### config.mk
export PLATFORM = sky130hd
export DESIGN_NAME = axi_lite_cfg_master_flat
export DESIGN_NICKNAME = d
export VERILOG_FILES = /design/src/rtl/axi_lite_cfg_master_if.sv /design/src/rtl/axi_lite_cfg_master.sv /design/src/flat_wrapper.sv
export SDC_FILE = /design/constraint.sdc
export NUM_CORES = 1
export LEC_CHECK = 0
export CAP_MARGIN = 20
export CORE_MARGIN = 2
export CORE_UTILIZATION = 42
export DETAILED_ROUTE_END_ITERATION = 6
export PLACE_DENSITY = 0.87
export SLEW_MARGIN = 10
export SYNTH_ARGS = -nofsm -noshare
export SYNTH_HDL_FRONTEND = slang
export SYNTH_SLANG_ARGS = --single-unit
### constraint.sdc
create_clock -name clk -period 7.4 [get_ports clk]
set_input_delay 1.48 -clock clk [delete_from_list [all_inputs] [get_ports clk]]
set_output_delay 1.48 -clock clk [all_outputs]
set_load 0.01 [all_outputs]
### src/rtl/axi_lite_cfg_master_if.sv
// AXI4-Lite bus bundle between the config master and the register block slave.
interface axi_lite_cfg_master_if #(
  parameter int DW = 32,
  parameter int AW = 16
);
  logic [AW-1:0]   M_AXI_AWADDR;
  logic            M_AXI_AWVALID;
  logic            M_AXI_AWREADY;
  logic [DW-1:0]   M_AXI_WDATA;
  logic [DW/8-1:0] M_AXI_WSTRB;
  logic            M_AXI_WVALID;
  logic            M_AXI_WREADY;
  logic [1:0]      M_AXI_BRESP;
  logic            M_AXI_BVALID;
  logic            M_AXI_BREADY;
  logic [AW-1:0]   M_AXI_ARADDR;
  logic            M_AXI_ARVALID;
  logic            M_AXI_ARREADY;
  logic [DW-1:0]   M_AXI_RDATA;
  logic [1:0]      M_AXI_RRESP;
  logic            M_AXI_RVALID;
  logic            M_AXI_RREADY;

  modport master (
    output M_AXI_AWADDR, M_AXI_AWVALID, M_AXI_WDATA, M_AXI_WSTRB, M_AXI_WVALID,
           M_AXI_BREADY, M_AXI_ARADDR, M_AXI_ARVALID, M_AXI_RREADY,
    input  M_AXI_AWREADY, M_AXI_WREADY, M_AXI_BRESP, M_AXI_BVALID,
           M_AXI_ARREADY, M_AXI_RDATA, M_AXI_RRESP, M_AXI_RVALID
  );

  modport slave (
    input  M_AXI_AWADDR, M_AXI_AWVALID, M_AXI_WDATA, M_AXI_WSTRB, M_AXI_WVALID,
           M_AXI_BREADY, M_AXI_ARADDR, M_AXI_ARVALID, M_AXI_RREADY,
    output M_AXI_AWREADY, M_AXI_WREADY, M_AXI_BRESP, M_AXI_BVALID,
           M_AXI_ARREADY, M_AXI_RDATA, M_AXI_RRESP, M_AXI_RVALID
  );
endinterface

### src/rtl/axi_lite_cfg_master.sv
// Single-outstanding AXI4-Lite initiator: cmd/rsp handshakes in, AXI4-Lite transactions out.
// Optional response-wait timeout with sticky error when AXI_MASTER_TIMEOUT_EN is defined.
module axi_lite_cfg_master #(
  parameter int C_M_AXI_DATA_WIDTH = 32,
  parameter int C_M_AXI_ADDR_WIDTH = 16,
  parameter int TIMEOUT_CYCLES     = 1024
) (
  input  logic                            clk,
  input  logic                            rst,
  input  logic                            cmd_valid,
  output logic                            cmd_ready,
  input  logic                            cmd_write,
  input  logic [C_M_AXI_ADDR_WIDTH-1:0]   cmd_addr,
  input  logic [C_M_AXI_DATA_WIDTH-1:0]   cmd_data,
  input  logic [C_M_AXI_DATA_WIDTH/8-1:0] cmd_strb,
  output logic                            rsp_valid,
  input  logic                            rsp_ready,
  output logic                            rsp_write,
  output logic [C_M_AXI_DATA_WIDTH-1:0]   rsp_data,
  output logic [1:0]                      rsp_resp,
  output logic                            busy,
`ifdef AXI_MASTER_TIMEOUT_EN
  output logic                            timeout_err,
`endif
  axi_lite_cfg_master_if.master           m_axi
);
  localparam int DW = C_M_AXI_DATA_WIDTH;
  localparam int AW = C_M_AXI_ADDR_WIDTH;

  if (!(DW == 32 || DW == 64)) begin : g_bad_dw
    $error("axi_lite_cfg_master: C_M_AXI_DATA_WIDTH must be 32 or 64");
  end
  if (TIMEOUT_CYCLES < 1) begin : g_bad_to
    $error("axi_lite_cfg_master: TIMEOUT_CYCLES must be at least 1");
  end

  typedef enum logic [2:0] {IDLE, WR, WR_B, RD_A, RD_R, RESP} state_t;

  state_t          r_state, w_next;
  logic [AW-1:0]   r_addr;
  logic [DW-1:0]   r_wdata;
  logic [DW/8-1:0] r_wstrb;
  logic            r_write;
  logic            r_awvalid, r_wvalid;
  logic            r_aw_done, r_w_done;
  logic [DW-1:0]   r_rsp_data;
  logic [1:0]      r_rsp_resp;
  logic            w_cmd_ready, w_bready, w_rready, w_arvalid, w_rsp_valid;
  logic            w_aw_hs, w_w_hs, w_to, w_block;

  assign w_aw_hs = r_awvalid & m_axi.M_AXI_AWREADY;
  assign w_w_hs  = r_wvalid  & m_axi.M_AXI_WREADY;

`ifdef AXI_MASTER_TIMEOUT_EN
  localparam int            CW     = $clog2(TIMEOUT_CYCLES) + 1;
  localparam logic [CW-1:0] TO_LIM = CW'(TIMEOUT_CYCLES);
  logic [CW-1:0] r_to_cnt;
  logic          r_timeout_err;

  assign w_to        = (r_to_cnt == TO_LIM);
  assign w_block     = r_timeout_err;
  assign timeout_err = r_timeout_err;

  // Counter restarts on every state change, so each wait phase is timed on its own.
  always_ff @(posedge clk or posedge rst) begin
    if (rst) begin
      r_to_cnt      <= '0;
      r_timeout_err <= 1'b0;
    end else begin
      if (r_state != w_next || !(r_state == WR_B || r_state == RD_R))
        r_to_cnt <= '0;
      else
        r_to_cnt <= r_to_cnt + 1'b1;
      if ((r_state == WR_B && w_to && !m_axi.M_AXI_BVALID) ||
          (r_state == RD_R && w_to && !m_axi.M_AXI_RVALID))
        r_timeout_err <= 1'b1;
    end
  end
`else
  assign w_to    = 1'b0;
  assign w_block = 1'b0;
`endif

  always_ff @(posedge clk or posedge rst) begin
    if (rst) r_state <= IDLE;
    else     r_state <= w_next;
  end

  always_comb begin
    w_next      = r_state;
    w_cmd_ready = 1'b0;
    w_bready    = 1'b0;
    w_arvalid   = 1'b0;
    w_rready    = 1'b0;
    w_rsp_valid = 1'b0;
    case (r_state)
      IDLE: begin
        w_cmd_ready = !w_block;
        if (cmd_valid && !w_block) w_next = cmd_write ? WR : RD_A;
      end
      WR: begin
        if ((r_aw_done || w_aw_hs) && (r_w_done || w_w_hs)) w_next = WR_B;
      end
      WR_B: begin
        // A late BVALID on the timeout cycle is still honoured.
        w_bready = !w_to || m_axi.M_AXI_BVALID;
        if (m_axi.M_AXI_BVALID || w_to) w_next = RESP;
      end
      RD_A: begin
        w_arvalid = 1'b1;
        if (m_axi.M_AXI_ARREADY) w_next = RD_R;
      end
      RD_R: begin
        w_rready = !w_to || m_axi.M_AXI_RVALID;
        if (m_axi.M_AXI_RVALID || w_to) w_next = RESP;
      end
      RESP: begin
        w_rsp_valid = 1'b1;
        if (rsp_ready) w_next = IDLE;
      end
      default: w_next = IDLE;
    endcase
  end

  always_ff @(posedge clk or posedge rst) begin
    if (rst) begin
      r_addr     <= '0;
      r_wdata    <= '0;
      r_wstrb    <= '0;
      r_write    <= 1'b0;
      r_awvalid  <= 1'b0;
      r_wvalid   <= 1'b0;
      r_aw_done  <= 1'b0;
      r_w_done   <= 1'b0;
      r_rsp_data <= '0;
      r_rsp_resp <= 2'b00;
    end else begin
      case (r_state)
        IDLE: if (cmd_valid && w_cmd_ready) begin
          r_addr    <= cmd_addr;
          r_wdata   <= cmd_data;
          r_wstrb   <= cmd_strb;
          r_write   <= cmd_write;
          r_awvalid <= cmd_write;
          r_wvalid  <= cmd_write;
        end
        WR: begin
          if (w_aw_hs) begin r_awvalid <= 1'b0; r_aw_done <= 1'b1; end
          if (w_w_hs)  begin r_wvalid  <= 1'b0; r_w_done  <= 1'b1; end
          if (w_next == WR_B) begin r_aw_done <= 1'b0; r_w_done <= 1'b0; end
        end
        WR_B: begin
          if (m_axi.M_AXI_BVALID) begin
            r_rsp_resp <= m_axi.M_AXI_BRESP;
            r_rsp_data <= '0;
          end else if (w_to) begin
            r_rsp_resp <= 2'b11;
            r_rsp_data <= '0;
          end
        end
        RD_R: begin
          if (m_axi.M_AXI_RVALID) begin
            r_rsp_resp <= m_axi.M_AXI_RRESP;
            r_rsp_data <= m_axi.M_AXI_RDATA;
          end else if (w_to) begin
            r_rsp_resp <= 2'b11;
            r_rsp_data <= '0;
          end
        end
        default: ;
      endcase
    end
  end

  assign cmd_ready = w_cmd_ready;
  assign rsp_valid = w_rsp_valid;
  assign rsp_write = r_write;
  assign rsp_data  = r_rsp_data;
  assign rsp_resp  = r_rsp_resp;
  assign busy      = (r_state != IDLE);

  assign m_axi.M_AXI_AWADDR  = r_addr;
  assign m_axi.M_AXI_AWVALID = r_awvalid;
  assign m_axi.M_AXI_WDATA   = r_wdata;
  assign m_axi.M_AXI_WSTRB   = r_wstrb;
  assign m_axi.M_AXI_WVALID  = r_wvalid;
  assign m_axi.M_AXI_BREADY  = w_bready;
  assign m_axi.M_AXI_ARADDR  = r_addr;
  assign m_axi.M_AXI_ARVALID = w_arvalid;
  assign m_axi.M_AXI_RREADY  = w_rready;
endmodule

### src/flat_wrapper.sv
// flat-port wrapper written by rule: the top's interface ports become plain ports
module axi_lite_cfg_master_flat 
#(
  parameter int C_M_AXI_DATA_WIDTH = 32,
  parameter int C_M_AXI_ADDR_WIDTH = 16,
  parameter int TIMEOUT_CYCLES     = 1024
)
  (clk, rst, cmd_valid, cmd_ready, cmd_write, cmd_addr, cmd_data, cmd_strb, rsp_valid, rsp_ready, rsp_write, rsp_data, rsp_resp, busy, m_axi_M_AXI_AWADDR, m_axi_M_AXI_AWVALID, m_axi_M_AXI_WDATA, m_axi_M_AXI_WSTRB, m_axi_M_AXI_WVALID, m_axi_M_AXI_BREADY, m_axi_M_AXI_ARADDR, m_axi_M_AXI_ARVALID, m_axi_M_AXI_RREADY, m_axi_M_AXI_AWREADY, m_axi_M_AXI_WREADY, m_axi_M_AXI_BRESP, m_axi_M_AXI_BVALID, m_axi_M_AXI_ARREADY, m_axi_M_AXI_RDATA, m_axi_M_AXI_RRESP, m_axi_M_AXI_RVALID);
  axi_lite_cfg_master_if #(.DW((32)), .AW((16))) m_axi_i ();
  input  logic clk;
  input  logic rst;
  input  logic cmd_valid;
  output logic cmd_ready;
  input  logic cmd_write;
  input  logic [C_M_AXI_ADDR_WIDTH-1:0] cmd_addr;
  input  logic [C_M_AXI_DATA_WIDTH-1:0] cmd_data;
  input  logic [C_M_AXI_DATA_WIDTH/8-1:0] cmd_strb;
  output logic rsp_valid;
  input  logic rsp_ready;
  output logic rsp_write;
  output logic [C_M_AXI_DATA_WIDTH-1:0] rsp_data;
  output logic [1:0] rsp_resp;
  output logic busy;
  output wire logic [$bits(m_axi_i.M_AXI_AWADDR)-1:0] m_axi_M_AXI_AWADDR;
  output wire logic [$bits(m_axi_i.M_AXI_AWVALID)-1:0] m_axi_M_AXI_AWVALID;
  output wire logic [$bits(m_axi_i.M_AXI_WDATA)-1:0] m_axi_M_AXI_WDATA;
  output wire logic [$bits(m_axi_i.M_AXI_WSTRB)-1:0] m_axi_M_AXI_WSTRB;
  output wire logic [$bits(m_axi_i.M_AXI_WVALID)-1:0] m_axi_M_AXI_WVALID;
  output wire logic [$bits(m_axi_i.M_AXI_BREADY)-1:0] m_axi_M_AXI_BREADY;
  output wire logic [$bits(m_axi_i.M_AXI_ARADDR)-1:0] m_axi_M_AXI_ARADDR;
  output wire logic [$bits(m_axi_i.M_AXI_ARVALID)-1:0] m_axi_M_AXI_ARVALID;
  output wire logic [$bits(m_axi_i.M_AXI_RREADY)-1:0] m_axi_M_AXI_RREADY;
  input wire logic [$bits(m_axi_i.M_AXI_AWREADY)-1:0] m_axi_M_AXI_AWREADY;
  input wire logic [$bits(m_axi_i.M_AXI_WREADY)-1:0] m_axi_M_AXI_WREADY;
  input wire logic [$bits(m_axi_i.M_AXI_BRESP)-1:0] m_axi_M_AXI_BRESP;
  input wire logic [$bits(m_axi_i.M_AXI_BVALID)-1:0] m_axi_M_AXI_BVALID;
  input wire logic [$bits(m_axi_i.M_AXI_ARREADY)-1:0] m_axi_M_AXI_ARREADY;
  input wire logic [$bits(m_axi_i.M_AXI_RDATA)-1:0] m_axi_M_AXI_RDATA;
  input wire logic [$bits(m_axi_i.M_AXI_RRESP)-1:0] m_axi_M_AXI_RRESP;
  input wire logic [$bits(m_axi_i.M_AXI_RVALID)-1:0] m_axi_M_AXI_RVALID;
  assign m_axi_M_AXI_AWADDR = m_axi_i.M_AXI_AWADDR;
  assign m_axi_M_AXI_AWVALID = m_axi_i.M_AXI_AWVALID;
  assign m_axi_M_AXI_WDATA = m_axi_i.M_AXI_WDATA;
  assign m_axi_M_AXI_WSTRB = m_axi_i.M_AXI_WSTRB;
  assign m_axi_M_AXI_WVALID = m_axi_i.M_AXI_WVALID;
  assign m_axi_M_AXI_BREADY = m_axi_i.M_AXI_BREADY;
  assign m_axi_M_AXI_ARADDR = m_axi_i.M_AXI_ARADDR;
  assign m_axi_M_AXI_ARVALID = m_axi_i.M_AXI_ARVALID;
  assign m_axi_M_AXI_RREADY = m_axi_i.M_AXI_RREADY;
  assign m_axi_i.M_AXI_AWREADY = m_axi_M_AXI_AWREADY;
  assign m_axi_i.M_AXI_WREADY = m_axi_M_AXI_WREADY;
  assign m_axi_i.M_AXI_BRESP = m_axi_M_AXI_BRESP;
  assign m_axi_i.M_AXI_BVALID = m_axi_M_AXI_BVALID;
  assign m_axi_i.M_AXI_ARREADY = m_axi_M_AXI_ARREADY;
  assign m_axi_i.M_AXI_RDATA = m_axi_M_AXI_RDATA;
  assign m_axi_i.M_AXI_RRESP = m_axi_M_AXI_RRESP;
  assign m_axi_i.M_AXI_RVALID = m_axi_M_AXI_RVALID;
  axi_lite_cfg_master #(.C_M_AXI_DATA_WIDTH(C_M_AXI_DATA_WIDTH), .C_M_AXI_ADDR_WIDTH(C_M_AXI_ADDR_WIDTH), .TIMEOUT_CYCLES(TIMEOUT_CYCLES)) u_core (.clk(clk), .rst(rst), .cmd_valid(cmd_valid), .cmd_ready(cmd_ready), .cmd_write(cmd_write), .cmd_addr(cmd_addr), .cmd_data(cmd_data), .cmd_strb(cmd_strb), .rsp_valid(rsp_valid), .rsp_ready(rsp_ready), .rsp_write(rsp_write), .rsp_data(rsp_data), .rsp_resp(rsp_resp), .busy(busy), .m_axi(m_axi_i));
endmodule
==> flow_metrics.env, run 1 <==
export IMPL_vias=2833
export IMPL_path_max_fanout=41
export IMPL_design_area_mm2=0.00605
export IMPL_synth_warnings=0
export IMPL_cts_htree_levels=3
export IMPL_synth_cells=257
export IMPL_drc=0
export IMPL_cp_start_kind="input port"
export IMPL_synth_xor_area_share_pct=0
export IMPL_synth_fp_nets=355
export IMPL_drt_pass1_iter_count=4
export IMPL_synth_mux_area_share_pct=17.0
export IMPL_wirelength_um=10000
export IMPL_synth_main_ff_cell="dfrtp_1"
export IMPL_cts_sinks=94
export IMPL_num_io_pins=209
export IMPL_p_total_mw=2.40
export IMPL_io_buffers=208
export IMPL_clk_path_buf_depth=2
export IMPL_worst_pin_slew_ns=0.981
export IMPL_placementRows=34
export IMPL_worstSetupEndpointType="flop"
export IMPL_met3_wirelength_um=832
export IMPL_final_seq_area_mm2=0.00235
export IMPL_fin_tns_setup_ns=0
export IMPL_arrival_ns=3.77
export IMPL_p_leak_nw=2.58
export IMPL_fin_nets=545
export IMPL_synth_edf_count=0
export IMPL_clkTransAtPathRegs_ns=0.09
export IMPL_clock_latency_ns=0.35
export IMPL_crit_path_start="cmd_valid"
export IMPL_synth_top_family_by_area="multiplexers"
export IMPL_avgSynthCellArea_um2=14.9
export IMPL_grt_pass1_wl_um=16000
export IMPL_min_path_type="reg -> reg"
export IMPL_synthSimpleGateAreaFrac_pct=4.52
export IMPL_die_height_um=99.4
export IMPL_post_drt_wl_per_cell_um=17.9
export IMPL_hold_buffers=0
export IMPL_die_width_um=99.4
export IMPL_drt_vias_per_instance=5.06
export IMPL_critPathKind="in -> reg"
export IMPL_place_ws_ns=3.44
export IMPL_fmax_mhz=283
export IMPL_yosysTopAreaCellShare_pct=61.6
export IMPL_grt_use_total_pct=20.7
export IMPL_synth_compound_area_share_pct=9.46
export IMPL_grt_pass1_vias=3043
export IMPL_grt_max_degree=56
export IMPL_dr_wl_met2_um=5390
export IMPL_r2r_start="u_core.r_state[0]"
export IMPL_multi_input_area_mm2=0.00118
export IMPL_synthArstFlopShare_pct=100
export IMPL_critical_path_required_ns=7.63
export IMPL_ant_nets=0
export IMPL_die_area_mm2=0.00988
export IMPL_hpwl_um=7460
export IMPL_setup_slack_ns=3.87
export IMPL_fillers=653
export IMPL_yosysMostFrequentCell="dfrtp_1"
export IMPL_cts_buffers=9
export IMPL_root_buffer="clkbuf_8"
export IMPL_slew_viol_final=0
export IMPL_ctsResizeCount=0
export IMPL_grt_antenna_before_repair=0
export IMPL_cts_tree="built"
export IMPL_ys_seq_area_share_pct=61.6
export IMPL_powerDensity_mw_per_mm2=396
export IMPL_min_period_ns=3.53
export IMPL_ys_types=29
export IMPL_hold_slack_ns=0.493
export IMPL_regToRegSetupSlack_ns=4.80
export IMPL_synthAdderAreaFrac_pct=0
export IMPL_routed_top_layer="met4"
export IMPL_hold_start="u_core.m_axi.M_AXI_WSTRB[2]"
export IMPL_syn_to_final_growth_pct=58.3
export IMPL_rsz0062_at_grt="no"
export IMPL_drt_iter0_markers=70
export IMPL_place_congestion=0.709
export IMPL_synth_common_cells="dfrtp_1 (94), a22o_1 (32), mux2_2 (31)"
export IMPL_synth_top_cell_by_area="dfrtp_1"
export IMPL_synth_seq_cells=94
export IMPL_irDropWorstVdd_v=0.000252
export IMPL_post_cts_buffers=0
export IMPL_core_mm2=0.00876
export IMPL_hold_viol=0
export IMPL_overflow=0
export IMPL_status="complete, no violations"
export IMPL_wl_met1_um=3680
export IMPL_initial_utilization_pct=43.6
export IMPL_finalClockSkew_ns=0.0108
export IMPL_max_slew_margin_pct=34.3
export IMPL_setup_viol=0
export IMPL_synth_area_top_cells="dfrtp_1 (62%), mux2_2 (9.1%), mux2_1 (7.4%), a22o_1 (7.3%), buf_4 (3.9%)"
export IMPL_drive_above_1_share_pct=12.2
export IMPL_period_share_pct=47.8
export IMPL_maxCapViolations=0
export IMPL_placed_cell_area_mm2=0.00580
export IMPL_antenna_cells=0
export IMPL_syn_area_mm2=0.00382
[kinds of logic after synthesis]
group | after synthesis
simple gates | 21
compound gates | 44
flops | 94
buf+inv | 40
mux | 58
[placed cells by master, fill, tap and decap left out, types with 2 or more instances in the layout]
cell               n
and2_1             2
nand2_1            4
or3_1              2
buf_4              2
a31oi_1            3
mux2_2            31
dfrtp_1           94
inv_1              6
o21ai_0            2
a211o_1            2
mux2_1            25
a21oi_1            2
clkdlybuf4s50_1  208
nand3b_1           3
a22o_1            32
clkinv_4           2
nor3b_4            2
clkbuf_8          11
nor2_1             2
mux2i_1            2
[sequential cells by signal, indices dropped and copies added, names as in the netlist]
name,cells
u_core.m_axi.M_AXI_ARADDR,16
u_core.m_axi.M_AXI_AWVALID,1
u_core.m_axi.M_AXI_WDATA,32
u_core.m_axi.M_AXI_WSTRB,4
u_core.m_axi.M_AXI_WVALID,1
u_core.r_aw_done,1
u_core.r_state,3
u_core.r_w_done,1
u_core.rsp_data,32
u_core.rsp_resp,2
u_core.rsp_write,1
[critical path, cell delays in order]
cell	delay [ns]
clkdlybuf4s50_1	0.48
nor4b_4	0.80
buf_4	0.58
mux2_2	0.40
[cell type report]
type	instances	share of cell area, %
well taps	108	2.23
repair buffers	212	35.4
multi-input cells	123	19.6
flip-flops and latches	94	38.9
clock inverters	4	0.910
inverters	7	0.455
clock buffers	12	2.56
[worst paths after layout]
path	cells after the start	end
max	4	u_core.m_axi.M_AXI_WDATA[8]
max in group asynchronous	3	u_core.m_axi.M_AXI_WDATA[28]
min reg2reg	1	u_core.m_axi.M_AXI_WSTRB[2]
min	1	u_core.m_axi.M_AXI_WSTRB[2]
max reg2reg	3	u_core.m_axi.M_AXI_WDATA[8]
min in group asynchronous	2	u_core.m_axi.M_AXI_WDATA[20]
[routing by layer]
layer | global-route usage [%] | vias up
met2 | 37.3 | 131
met3 | 6.54 | 14
met4 | 5.27 | 0
met1 | 24.0 | 1402
met5 | 0 | -
li1 | - | 1286
[through the flow]
stage / utilization (%) / cells
final: 69.0 / 560
after global placement: 66.1 / 542
after floorplan: - / 257
after global routing: 69.0 / 560
after detailed placement: 66.1 / 542
after CTS: 68.5 / 558
[report_power, final]
part           total (mW)  internal [mW]  switching [mW]
sequential          0.899          0.742           0.157
combinational        1.15          0.719           0.427
clock               0.352          0.176           0.176
No activity file was read; power rests on OpenSTA's default activity.
==> run 2: changes to the inputs <==
--- a/config.mk
+++ b/config.mk
@@ -7,9 +7,9 @@
 export LEC_CHECK = 0
 export CAP_MARGIN = 20
 export CORE_MARGIN = 2
-export CORE_UTILIZATION = 42
+export CORE_UTILIZATION = 35
 export DETAILED_ROUTE_END_ITERATION = 6
-export PLACE_DENSITY = 0.87
+export PLACE_DENSITY = 0.77
 export SLEW_MARGIN = 10
 export SYNTH_ARGS = -nofsm -noshare
 export SYNTH_HDL_FRONTEND = slang
==> constraint.sdc (replaced) <==
create_clock -name clk -period 3.1 [get_ports clk]
set_input_delay 0.62 -clock clk [delete_from_list [all_inputs] [get_ports clk]]
set_output_delay 0.62 -clock clk [all_outputs]
set_load 0.01 [all_outputs]
==> run 2 against run 1 <==
  * Worst hold slack got worse by 0.0060 ns
  * Combinational power rose by 140%
  * Clock-buffer cell count fell by 3
  * Total power rose by 130%
  * Wire length fell by 5.1%
  * Via count rose by 0.25%
  * Die area rose by 19%
  * Setup slack got worse by 3.4 ns
  * Largest power group unchanged
  * Highest routed layer unchanged
==> flow_metrics.env, run 2 (same netlist as run 1, synthesis figures left out) <==
export IMPL_status="complete, no violations"
export IMPL_powerDensity_mw_per_mm2=920
export IMPL_final_cell_mix="clkdlybuf4s50_1 (208), dfrtp_1 (94), a22o_1 (32)"
export IMPL_hpwl_um=7040
export IMPL_worstSetupEndpointType="output port"
export IMPL_clk_path_buf_depth=2
export IMPL_cts_sinks=94
export IMPL_cts_tree="built"
export IMPL_die_width_um=108
export IMPL_design_area_mm2=0.00606
export IMPL_ctsResizeCount=0
export IMPL_finalClockSkew_ns=0.0148
export IMPL_p_leak_nw=2.57
export IMPL_cts_htree_levels=3
export IMPL_setup_viol=0
export IMPL_die_area_mm2=0.0118
export IMPL_grt_pass1_wl_um=15200
export IMPL_hold_buffers=0
export IMPL_initial_utilization_pct=35.6
export IMPL_place_congestion=0.709
export IMPL_clock_latency_ns=0.35
export IMPL_drc=0
export IMPL_met3_wirelength_um=775
export IMPL_io_buffers=208
export IMPL_root_buffer="clkbuf_8"
export IMPL_cp_start_kind="flop"
export IMPL_rsz0062_at_grt="no"
export IMPL_placementRows=38
export IMPL_p_total_mw=5.58
export IMPL_placed_cell_area_mm2=0.00587
export IMPL_arrival_ns=2.01
export IMPL_critical_path_required_ns=2.48
export IMPL_maxCapViolations=0
export IMPL_drive_above_1_share_pct=12.4
export IMPL_grt_use_total_pct=16.4
export IMPL_critPathKind="reg -> out"
export IMPL_worst_pin_slew_ns=0.569
export IMPL_fin_nets=545
export IMPL_drt_vias_per_instance=4.80
export IMPL_drt_pass1_iter_count=4
export IMPL_num_io_pins=209
export IMPL_irDropWorstVdd_v=0.000428
export IMPL_min_period_ns=2.63
export IMPL_wirelength_um=9520
export IMPL_antenna_cells=0
export IMPL_path_max_fanout=10
export IMPL_syn_to_final_growth_pct=58.5
export IMPL_drt_iter0_markers=67
export IMPL_hold_viol=0
export IMPL_ant_nets=0
export IMPL_post_cts_buffers=0
export IMPL_max_slew_margin_pct=62.1
export IMPL_slew_viol_final=0
export IMPL_grt_pass1_vias=2996
export IMPL_grt_antenna_before_repair=0
export IMPL_wl_met1_um=3760
export IMPL_fmax_mhz=380
export IMPL_clkTransAtPathRegs_ns=0.09
export IMPL_utilization_pct=56.4
export IMPL_period_share_pct=84.9
export IMPL_min_path_type="reg -> reg"
export IMPL_routed_top_layer="met4"
export IMPL_cts_buffers=9
export IMPL_fin_tns_setup_ns=0
export IMPL_grt_max_degree=58
export IMPL_mostFrequentLayoutCell="clkdlybuf4s50_1"
export IMPL_post_drt_wl_per_cell_um=16.1
export IMPL_overflow=0
export IMPL_die_height_um=108
export IMPL_core_mm2=0.0107
export IMPL_vias=2840
export IMPL_dr_wl_met2_um=4860
[run 2: changes by cell type in the layout (fill, tap and decap cells not counted), sizes merged]
cell,delta
clkbuf,-3
clkinv,+2
inv,+2
bufinv,-1
[run 2: path summary, 6_finish.rpt]
kind / to / cells after the start / start / slack [ns]
max in group asynchronous: u_core.rsp_data[6] / 3 / rst / 1.74
min in group asynchronous: u_core.rsp_data[2] / 2 / rst / 0.65
worst min-delay path: u_core.m_axi.M_AXI_WDATA[19] / 1 / u_core.m_axi.M_AXI_WDATA[19] / 0.49
worst min register to register: u_core.m_axi.M_AXI_WDATA[19] / 1 / u_core.m_axi.M_AXI_WDATA[19] / 0.49
worst max-delay path: m_axi_M_AXI_ARVALID / 3 / u_core.r_state[1] / 0.47
worst max register to register: u_core.rsp_data[9] / 4 / u_core.r_state[2] / 1.23
[run 2: layout make-up]
class / instances / area (µm²)
clock inverter: 7 / 48.8
inverter: 7 / 28.8
fill: 894 / 4690
timing repair buffer: 212 / 2140
clock buffer: 9 / 124
sequential: 94 / 2350
tap: 140 / 175
multi-input combinational: 123 / 1180
[run 2: stage by stage]
stage          cells  hold WS, ns  setup slack [ns]
2_1_floorplan    257        0.463            0.0313
3_3_place_gp     575        0.470             0.781
3_5_place_dp     575        0.474             0.706
4_1_cts          591        0.496             0.459
5_1_grt          592        0.511             0.381
6_report         592        0.487             0.467
[run 2: report_power, final]
group | switching [mW] | internal [mW]
Sequential | 0.362 | 1.77
Clock | 0.434 | 0.293
Combinational | 0.999 | 1.72
[run 2: critical path, stage by stage (launching register included)]
cell and delay [ns]:
dfrtp_1 0.63, nor2b_1 0.31, and2_1 0.18, clkdlybuf4s50_1 0.55
[run 2: routing by layer]
layer | vias up | track usage, %
met4 | 0 | 3.57
li1 | 1281 | -
met3 | 12 | 5.67
met2 | 120 | 28.8
met5 | - | 0
met1 | 1427 | 19.4
